===== config.mk =====
export PLATFORM = sky130hd
export DESIGN_NAME = fetch_pc_ctrl_flat
export DESIGN_NICKNAME = d
export VERILOG_FILES = /design/src/rtl/cpu_pkg.sv /design/src/rtl/fetch_pc_ctrl_if.sv /design/src/rtl/fetch_pc_ctrl_if_id_reg.sv /design/src/rtl/fetch_pc_ctrl.sv /design/src/flat_wrapper.sv
export SDC_FILE = /design/constraint.sdc
export NUM_CORES = 1
export LEC_CHECK = 0
export CORE_MARGIN = 2
export CORE_UTILIZATION = 25
export CTS_BUF_LIST = sky130_fd_sc_hd__clkbuf_8
export CTS_CLUSTER_SIZE = 40
export DETAILED_ROUTE_END_ITERATION = 12
export GPL_TIMING_DRIVEN = 0
export PLACE_DENSITY = 0.49
export SYNTH_ARGS = -nofsm -noshare
export SYNTH_HDL_FRONTEND = slang
export SYNTH_SLANG_ARGS = --single-unit

===== constraint.sdc =====
create_clock -name clk -period 5.8 [get_ports clk]
set_clock_uncertainty 0.05 [all_clocks]
set_input_delay 1.74 -clock clk [delete_from_list [all_inputs] [get_ports clk]]
set_output_delay 1.74 -clock clk [all_outputs]
set_load 0.1 [all_outputs]

===== src/rtl/cpu_pkg.sv =====
`timescale 1ps/1ps
// Shared CPU definitions: opcode slots, fetch sequencer states and the
// instruction-size constant used by the fetch PC incrementer.
package cpu_pkg;

  localparam logic [3:0] OP_PC_INIT = 4'd0;
  localparam logic [3:0] OP_ADDI    = 4'd1;
  localparam logic [3:0] OP_ADDS    = 4'd2;
  localparam logic [3:0] OP_BLT     = 4'd3;
  localparam logic [3:0] OP_B       = 4'd4;
  localparam logic [3:0] OP_CBZ     = 4'd5;
  localparam logic [3:0] OP_LDUR    = 4'd6;
  localparam logic [3:0] OP_LSL     = 4'd7;
  localparam logic [3:0] OP_LSR     = 4'd8;
  localparam logic [3:0] OP_MUL     = 4'd9;
  localparam logic [3:0] OP_STUR    = 4'd10;
  localparam logic [3:0] OP_SUBS    = 4'd11;
  localparam logic [3:0] OP_INV     = 4'd12;

  localparam int unsigned INSTR_BYTES = 4;

  typedef enum logic [1:0] {
    BOOT = 2'd0,
    RUN  = 2'd1,
    PEND = 2'd2
  } fetch_state_t;

  // Sequential fetch address; wraps silently at 2^64.
  function automatic logic [63:0] pc_inc(input logic [63:0] pc);
    return pc + 64'(INSTR_BYTES);
  endfunction

endpackage


===== src/rtl/fetch_pc_ctrl_if.sv =====
`timescale 1ps/1ps
// Link between fetch and the ID-stage branch unit: ID drives stall and the
// branch decision, fetch returns the IF/ID register contents.
interface fetch_pc_ctrl_if;

  logic        stall;
  logic        BrTaken;
  logic [63:0] pc_br;
  logic [63:0] pc_out;
  logic [31:0] instr_out;
  logic        valid_out;
  logic        ds_out;

  modport master (
    input  stall,
    input  BrTaken,
    input  pc_br,
    output pc_out,
    output instr_out,
    output valid_out,
    output ds_out
  );

  modport slave (
    output stall,
    output BrTaken,
    output pc_br,
    input  pc_out,
    input  instr_out,
    input  valid_out,
    input  ds_out
  );

endinterface


===== src/rtl/fetch_pc_ctrl_if_id_reg.sv =====
`timescale 1ps/1ps
// Enable-gated IF/ID pipeline register holding {pc, instr, valid, ds}.
module if_id_reg (
  input  logic        clk,
  input  logic        reset,
  input  logic        en,
  input  logic [63:0] pc_d,
  input  logic [31:0] instr_d,
  input  logic        valid_d,
  input  logic        ds_d,
  output logic [63:0] pc_q,
  output logic [31:0] instr_q,
  output logic        valid_q,
  output logic        ds_q
);

  // IF/ID storage: cleared in reset, loaded only when fetch advances
  always_ff @(posedge clk) begin
    if (!reset) begin
      pc_q    <= 64'h0;
      instr_q <= 32'h0;
      valid_q <= 1'b0;
      ds_q    <= 1'b0;
    end else if (en) begin
      pc_q    <= pc_d;
      instr_q <= instr_d;
      valid_q <= valid_d;
      ds_q    <= ds_d;
    end
  end

endmodule


===== src/rtl/fetch_pc_ctrl.sv =====
`timescale 1ps/1ps
// Fetch-side PC controller: owns the fetch PC, the IF/ID register and
// one-instruction delay-slot sequencing, deferring redirects across stalls.
module fetch_pc_ctrl
  import cpu_pkg::*;
#(
  parameter logic [63:0] PC_INIT = 64'h0,
  parameter int unsigned CNT_W   = 32
) (
  input  logic             clk,
  input  logic             reset,
  fetch_pc_ctrl_if.master  id,
  input  logic [31:0]      instr_in,
  output logic [63:0]      pc_if,
  output logic             redirect,
  output logic [CNT_W-1:0] br_cnt,
  output logic [CNT_W-1:0] inst_cnt
);

  fetch_state_t     state_r;
  fetch_state_t     state_nxt_s;
  logic [63:0]      pc_if_r;
  logic [63:0]      pend_tgt_r;
  logic             redirect_r;
  logic [CNT_W-1:0] br_cnt_r;
  logic [CNT_W-1:0] inst_cnt_r;

  logic             br_q_s;
  logic             ifid_en_s;
  logic             ifid_ds_s;
  logic             pc_ld_s;
  logic [63:0]      pc_nxt_s;
  logic             pend_ld_s;
  logic             redirect_nxt_s;
  logic             br_inc_s;
  logic             inst_inc_s;

  // A branch decision only counts when ID holds a real instruction.
  assign br_q_s = id.BrTaken & id.valid_out;

  // Sequencer state register
  always_ff @(posedge clk) begin
    if (!reset) begin
      state_r <= BOOT;
    end else begin
      state_r <= state_nxt_s;
    end
  end

  // Next-state: a taken branch under stall parks in PEND until release
  always_comb begin
    state_nxt_s = state_r;
    case (state_r)
      BOOT: state_nxt_s = RUN;
      RUN: begin
        if (id.stall && br_q_s) begin
          state_nxt_s = PEND;
        end else begin
          state_nxt_s = RUN;
        end
      end
      PEND: begin
        if (!id.stall) begin
          state_nxt_s = RUN;
        end else begin
          state_nxt_s = PEND;
        end
      end
      default: state_nxt_s = BOOT;
    endcase
  end

  // Datapath controls per state
  always_comb begin
    ifid_en_s      = 1'b0;
    ifid_ds_s      = 1'b0;
    pc_ld_s        = 1'b0;
    pc_nxt_s       = pc_if_r;
    pend_ld_s      = 1'b0;
    redirect_nxt_s = 1'b0;
    br_inc_s       = 1'b0;
    inst_inc_s     = 1'b0;
    case (state_r)
      BOOT: begin
        ifid_en_s  = 1'b1;
        pc_ld_s    = 1'b1;
        pc_nxt_s   = pc_inc(pc_if_r);
        inst_inc_s = 1'b1;
      end
      RUN: begin
        if (!id.stall) begin
          ifid_en_s      = 1'b1;
          ifid_ds_s      = br_q_s;
          pc_ld_s        = 1'b1;
          pc_nxt_s       = br_q_s ? id.pc_br : pc_inc(pc_if_r);
          redirect_nxt_s = br_q_s;
          br_inc_s       = br_q_s;
          inst_inc_s     = 1'b1;
        end else begin
          pend_ld_s = br_q_s;
          br_inc_s  = br_q_s;
        end
      end
      PEND: begin
        // The branch was already counted when it was parked.
        if (!id.stall) begin
          ifid_en_s      = 1'b1;
          ifid_ds_s      = 1'b1;
          pc_ld_s        = 1'b1;
          pc_nxt_s       = pend_tgt_r;
          redirect_nxt_s = 1'b1;
          inst_inc_s     = 1'b1;
        end else begin
          ifid_en_s = 1'b0;
        end
      end
      default: begin
        ifid_en_s = 1'b0;
      end
    endcase
  end

  // Fetch PC, parked target, redirect pulse and performance counters
  always_ff @(posedge clk) begin
    if (!reset) begin
      pc_if_r    <= PC_INIT;
      pend_tgt_r <= 64'h0;
      redirect_r <= 1'b0;
      br_cnt_r   <= {CNT_W{1'b0}};
      inst_cnt_r <= {CNT_W{1'b0}};
    end else begin
      if (pc_ld_s) begin
        pc_if_r <= pc_nxt_s;
      end
      if (pend_ld_s) begin
        pend_tgt_r <= id.pc_br;
      end
      redirect_r <= redirect_nxt_s;
      br_cnt_r   <= br_cnt_r + {{(CNT_W-1){1'b0}}, br_inc_s};
      inst_cnt_r <= inst_cnt_r + {{(CNT_W-1){1'b0}}, inst_inc_s};
    end
  end

  if_id_reg u_if_id_reg (
    .clk     (clk),
    .reset   (reset),
    .en      (ifid_en_s),
    .pc_d    (pc_if_r),
    .instr_d (instr_in),
    .valid_d (1'b1),
    .ds_d    (ifid_ds_s),
    .pc_q    (id.pc_out),
    .instr_q (id.instr_out),
    .valid_q (id.valid_out),
    .ds_q    (id.ds_out)
  );

  assign pc_if    = pc_if_r;
  assign redirect = redirect_r;
  assign br_cnt   = br_cnt_r;
  assign inst_cnt = inst_cnt_r;

endmodule


===== src/flat_wrapper.sv =====
// flat-port wrapper written by rule: the top's interface ports become plain ports
module fetch_pc_ctrl_flat import cpu_pkg::*;
#(
  parameter logic [63:0] PC_INIT = 64'h0,
  parameter int unsigned CNT_W   = 32
)
  (clk, reset, instr_in, pc_if, redirect, br_cnt, inst_cnt, id_stall, id_BrTaken, id_pc_br, id_pc_out, id_instr_out, id_valid_out, id_ds_out);
  fetch_pc_ctrl_if id_i ();
  input  logic clk;
  input  logic reset;
  input  logic [31:0] instr_in;
  output logic [63:0] pc_if;
  output logic redirect;
  output logic [CNT_W-1:0] br_cnt;
  output logic [CNT_W-1:0] inst_cnt;
  input wire logic [$bits(id_i.stall)-1:0] id_stall;
  input wire logic [$bits(id_i.BrTaken)-1:0] id_BrTaken;
  input wire logic [$bits(id_i.pc_br)-1:0] id_pc_br;
  output wire logic [$bits(id_i.pc_out)-1:0] id_pc_out;
  output wire logic [$bits(id_i.instr_out)-1:0] id_instr_out;
  output wire logic [$bits(id_i.valid_out)-1:0] id_valid_out;
  output wire logic [$bits(id_i.ds_out)-1:0] id_ds_out;
  assign id_i.stall = id_stall;
  assign id_i.BrTaken = id_BrTaken;
  assign id_i.pc_br = id_pc_br;
  assign id_pc_out = id_i.pc_out;
  assign id_instr_out = id_i.instr_out;
  assign id_valid_out = id_i.valid_out;
  assign id_ds_out = id_i.ds_out;
  fetch_pc_ctrl #(.PC_INIT(PC_INIT), .CNT_W(CNT_W)) u_core (.clk(clk), .reset(reset), .id(id_i), .instr_in(instr_in), .pc_if(pc_if), .redirect(redirect), .br_cnt(br_cnt), .inst_cnt(inst_cnt));
endmodule

==> results.md, run 1 <==
- Avg Vias per Cell: 4.96
- R2R depth: 16
- Average size of a mapped cell: 7.79 sq um
- Cell area after layout: 0.0184 sq mm
- First-pass DRT Iterations: 6
- Slew margin rel.: 24.7%
- RSZ-0062 raised after global routing: no
- Clk sinks: 293
- Worst-path fanout max: 10
- Hold crit path type: flip-flop to flip-flop
- Synthesized Nets: 1799
- First-pass GRT wire length: 83.9 mm
- Setup Fix Bufs, Post-CTS: 0
- Post-synthesis register bit count: 293
- Crit-path cells: clkdlybuf4s50_1 -> and3_1 -> clkbuf_1 -> clkbuf_1 -> clkbuf_1 -> ha_1 -> ha_1 -> and3_1 -> nand4_1 -> nor2_1 -> nand4_1 -> xor2_1 -> nor2_1
- Core area: 0.0523 sq mm
- CTS root buffer: clkbuf_8
- Total length of routed wires: 57.9 mm
- Total negative slack: 0 ps
- Worst-skew pair later-pin latency: 650 ps
- EDFF count, synth: 0
- H-tree Lvls: 2
- Die height: 233 microns
- Worst setup EP type: flip-flop
- Initial drt markers: 1051
- Final Slew Violations: 0
- Gr ovfl total: 0
- Top FF cell, synth: dfxtp_1
- P&R area growth vs syn: 40.0%
- Pwr dens: 280 mW/mm^2
- Fmax: 190 MHz
- Delay-heaviest family, CP: buffers and inverters
- CP max stage delay: 750 ps
- Port buffer count: 325
- Cts bufs inserted: 53
- Hold Vio Cnt, Final: 0
- Cts hold-fix bufs: 0
- Post-route clock period utilization: 90.8%
- Initial antenna violation count: 3
- Worst Tran Pin Value: 1130 ps
- Clock transition at path regs: 60 ps
- Crit Path Class: input pin to flip-flop
- P_leak: 6.15 nW
- I/O pin total: 327
- Crit path depth: 13
- Startpoint types: input pin
- Cells after synthesis: 1690
- Post-route ant nets: 0
- # rows: 84
- Max Buffers Root-to-Sink: 3
- Max_cap viols: 0
- Die Wd: 233 microns
- Placed Area: 0.0173 sq mm
- Pwr Total: 0.00516 W
- Final setup viols: 0
- Seq/Total Area, Yosys: 44.6%
- Hold depth: 2
- DIE AREA: 0.0545 sq mm
- Synthesized cell area: 0.0132 sq mm
- Wirelength per Cell: 20.7 microns
- Vias in the first global route: 13.3k
- Total Routing Usage GR: 20.5%
- Status: finished, final reports clean
- Share of cells above drive strength 1: 5.97%
- Drc violations: 0
- CTS tree: done
- Cts repair resizes: 0
- Fin nets: 2179
- Via count: 13.9k
- Critical Path Slowest Stage Cell: clkbuf_1
- Asr flop ratio synth: 0%
- Yosys cell types: 73
- Most frequent CP cell: clkbuf_1
- Crit path required time: 6260 ps
- Crit path time final: 5270 ps
- GP Congestion: 0.899
- DP HPWL: 43.7 mm
- Peak VDD IR: 144 uV
- Syn. warnings: 0
- Initial core utilization: 25.2%
- Largest net degree at the start of global routing: 14
- CP arrival: 5720 ps
- Crit path buf inv count: 4
==> synth_stat cells, drive strengths merged, types with 9 or more instances <==
master  number  share of area, %
nand2      414                12
dfxtp      293                45
a21oi      213               8.1
nor2       138               3.9
clkbuf      97               2.8
a22oi       55               3.1
nand3       55               2.3
o21ai       52               2.0
nand4       29               1.4
xor2        29               1.9
and3        28               1.3
nor3        27               1.1
xnor2       26               1.7
buf         21              0.70
a22o        19               1.3
nor4        19               1.4
inv         17              0.48
mux2i       15               1.1
o22ai       15              0.71
and4        11              0.73
a31oi       10              0.48
and2         9              0.43
ha           9              0.86
==> path summary, 6_finish.rpt <==
path,start,end,slack (ps)
worst max-delay path,id_BrTaken,u_core.br_cnt[18],530
worst min-delay path,u_core.u_if_id_reg.instr_q[25],u_core.u_if_id_reg.instr_q[25],400
worst max register to register,u_core.state_r[0],u_core.inst_cnt[26],1230
worst min register to register,u_core.u_if_id_reg.instr_q[25],u_core.u_if_id_reg.instr_q[25],400
==> through the flow <==
stage                     hold WS, ps  setup slack (ps)  util, %  std cells
after floorplan                   387              1050        -       1690
after global placement            392             -57.8     33.0       2703
after CTS                         405               582     35.2       2798
after global routing              419               287     35.2       2800
after detailed placement          397              -123     33.0       2703
final                             404               533     35.2       2801
==> cells in the final DEF (no fill, tap or decap), types with 5 or more instances in the layout <==
cell / synthesis / layout
nand2_1: 413 / 413
clkdlybuf4s50_1: 0 / 325
dfxtp_1: 293 / 293
a21oi_1: 213 / 213
nor2_1: 138 / 138
clkbuf_1: 97 / 97
clkbuf_8: 0 / 69
a22oi_1: 55 / 55
nand3_1: 52 / 52
o21ai_0: 47 / 47
nand4_1: 29 / 29
xor2_1: 29 / 29
and3_1: 28 / 28
xnor2_1: 26 / 26
nor3_1: 25 / 25
inv_1: 15 / 23
a22o_1: 19 / 19
mux2i_1: 15 / 15
o22ai_1: 15 / 15
clkinv_2: 0 / 13
nor4_1: 12 / 12
buf_2: 11 / 11
and4_1: 11 / 11
buf_1: 10 / 10
a31oi_1: 10 / 10
and2_1: 9 / 9
ha_1: 9 / 9
or3_1: 8 / 8
or2_2: 6 / 6
o41ai_1: 6 / 6
nor4_2: 5 / 5
o21ai_1: 5 / 5
o211ai_1: 5 / 5
o31a_1: 5 / 5
==> flip-flops by register name, indices dropped and copies added (netlist names) <==
register / cells
u_core.redirect: 1
u_core.u_if_id_reg.instr_q: 32
u_core.u_if_id_reg.valid_q: 1
u_core.state_r: 2
u_core.pend_tgt_r: 64
u_core.inst_cnt: 32
u_core.br_cnt: 32
u_core.pc_if: 64
u_core.u_if_id_reg.pc_q: 64
u_core.u_if_id_reg.ds_q: 1
==> cell type report <==
type	instances	area [sq um]
multi-input cells	1262	6780
repair buffers	325	3250
flip-flops and latches	293	5870
clock buffers	69	950
plain buffers	118	457
fillers	5561	33900
well taps	688	861
diodes	3	7.51
inverters	17	63.8
clock inverters	26	201
==> per-layer routing <==
layer  part of all wire (%)  wire [microns]  global-route usage [%]
met5                  0.022              13                       0
met4                    2.7            1590                    7.08
met3                    8.1            4700                    5.53
met2                     46           26600                    33.5
met1                     43           25100                    25.9
==> cells by family (layout without fill, tap and decap cells) <==
kind of cell | Yosys count | in the layout | synth area share, %
AOI/OAI and AO/OA | 422 | 422 | 19.6
xor gates and xnor gates | 55 | 55 | 3.66
adders and majority gates | 9 | 9 | 0.855
buffers and inverters | 135 | 555 | 3.95
DFF | 293 | 293 | 44.6
muxes | 16 | 16 | 1.23
other | 0 | 3 | 0
and+or+nand+nor | 760 | 760 | 26.2
==> report_power, final <==
group | internal, W | switching (W)
Clock | 0.00120 | 0.000945
Sequential | 0.00206 | 0.0000516
Combinational | 0.000222 | 0.000679
==> tightest hold or removal path: cells and delay by family (launching register included) <==
kind	cells	cell delay, ps
flops	1	310
simple gates	1	50
compound gates	1	50
Note: power is estimated with default switching activity, not from simulation.
==> run 2: changes to the inputs <==
CORE_MARGIN = 3   (was 2)
==> run 2 against run 1 <==
Sequential cell count did not move; count of clock-buffer cells in the layout stayed put; total power fell by 0.76%; register-to-register slack lost 30 ps; critical path type unchanged; via count is essentially flat.
==> results.md, run 2 (synthesized netlist as in run 1, its figures left out) <==
- Status: finished, final reports clean
- Final core occ: 35.6%
- First-pass DRT Iterations: 5
- RSZ-0062 raised after global routing: no
- Slew margin rel.: 24.9%
- P_leak: 6.19 nW
- Avg Vias per Cell: 4.96
- GP Congestion: 0.895
- Commonest non-fill, non-tap cell in the layout: nand2_1
- Worst Tran Pin Value: 1120 ps
- Max_cap viols: 0
- Wirelength per Cell: 20.9 microns
- DP HPWL: 44.2 mm
- Most frequent cells in the layout: 413 x nand2_1, 325 x clkdlybuf4s50_1, 293 x dfxtp_1
- Total length of routed wires: 58.5 mm
- Cts bufs inserted: 55
- Crit path required time: 6250 ps
- Drc violations: 0
- R2R depth: 16
- Vias in the first global route: 13.4k
- Crit path time final: 5140 ps
- Cts repair resizes: 0
- Cts hold-fix bufs: 0
- CTS tree: done
- Post-route ant nets: 0
- Max Buffers Root-to-Sink: 3
- Fin nets: 2181
- Share of cells above drive strength 1: 5.67%
- # fillers: 5432
- Hold crit path type: flip-flop to flip-flop
- Fmax: 195 MHz
- CTS root buffer: clkbuf_8
- Final setup viols: 0
- Clk sinks: 293
- First-pass GRT wire length: 86.7 mm
- Clock transition at path regs: 60 ps
- Worst setup EP type: flip-flop
- Final Non-Filler Cells: 2801
- Setup Fix Bufs, Post-CTS: 0
- Hold Vio Cnt, Final: 0
- Total Routing Usage GR: 20.3%
- Largest net degree at the start of global routing: 15
- Crit Path Class: input pin to flip-flop
- Initial core utilization: 25.5%
- Initial antenna violation count: 1
- Worst-path fanout max: 10
- P&R area growth vs syn: 40.0%
- Final Slew Violations: 0
- DIE AREA: 0.0555 sq mm
- Worst-skew pair later-pin latency: 660 ps
- H-tree Lvls: 2
- Pwr dens: 278 mW/mm^2
- # rows: 83
- Die Wd: 235 microns
- Hold depth: 2
- Inst Count DP: 2695
- Startpoint types: input pin
- I/O pin total: 327
- Port buffer count: 325
- Peak VDD IR: 141 uV
- Via count: 13.9k
- Initial drt markers: 1257
- CP arrival: 5590 ps
- Die height: 235 microns
- Post-route clock period utilization: 88.5%
- Core area: 0.0517 sq mm
- Gr ovfl total: 0
run 2: cell types whose count changed in the layout (fill, tap and decap cells not counted):
cell,delta
inv_1,+14
clkinv_2,-6
bufinv_16,-1
clkinvlp_4,+1
run 2: routing by layer:
metal	wire length (microns)	vias up	global-route usage, %	share of wire (%)
met3	4010	108	4.43	6.9
met4	1590	0	6.27	2.7
met5	0	-	0	0
li1	-	6698	-	-
met2	26500	533	32.8	45
met1	26400	6552	26.9	45
run 2: area by class of cell:
class / instances / area, sq um / area share (%)
Multi-Input combinational cell: 1262 / 6780 / 36.8
Clock buffer: 69 / 950 / 5.15
Buffer: 118 / 457 / 2.48
Sequential cell: 293 / 5870 / 31.8
Antenna cell: 3 / 7.51 / 0.0407
Inverter: 17 / 63.8 / 0.346
Timing Repair Buffer: 325 / 3250 / 17.7
Tap cell: 680 / 851 / 4.62
Clock inverter: 34 / 201 / 1.09
run 2: through the flow:
step                setup TNS, ps  worst slack (ps)  hold slack, ps  power, W  cell area [sq um]
CTS                             0               705             405   0.00519              18400
floorplan                       0              1050             387   0.00270              13200
global placement                0              53.2             391   0.00305              17300
detailed placement          -6.48             -6.48             397   0.00305              17300
finish                          0               664             403   0.00512              18400
global route                    0               423             417   0.00533              18400
run 2: power breakdown:
part / switching, W / internal, W / leakage, nW
Clock: 0.000949 / 0.00116 / 0.674
Sequential: 0.0000516 / 0.00206 / 2.37
Combinational: 0.000677 / 0.000222 / 3.14
Total: 0.00168 / 0.00344 / 6.19
run 2: final timing paths:
kind / start / end / slack [ps]
worst max-delay path: id_BrTaken / u_core.br_cnt[18] / 660
worst min register to register: u_core.u_if_id_reg.pc_q[26] / u_core.u_if_id_reg.pc_q[26] / 400
worst max register to register: u_core.state_r[0] / u_core.inst_cnt[26] / 1200
worst min-delay path: u_core.u_if_id_reg.pc_q[26] / u_core.u_if_id_reg.pc_q[26] / 400
run 2: worst max-delay path, cell delays in order:
cell and delay, ps:
clkdlybuf4s50_1 500, and3_1 170, clkbuf_1 280, clkbuf_1 450
clkbuf_1 730, ha_1 330, ha_1 190, and3_1 220
nand4_1 290, nor2_1 350, nand4_1 150, xor2_1 140
nor2_1 50
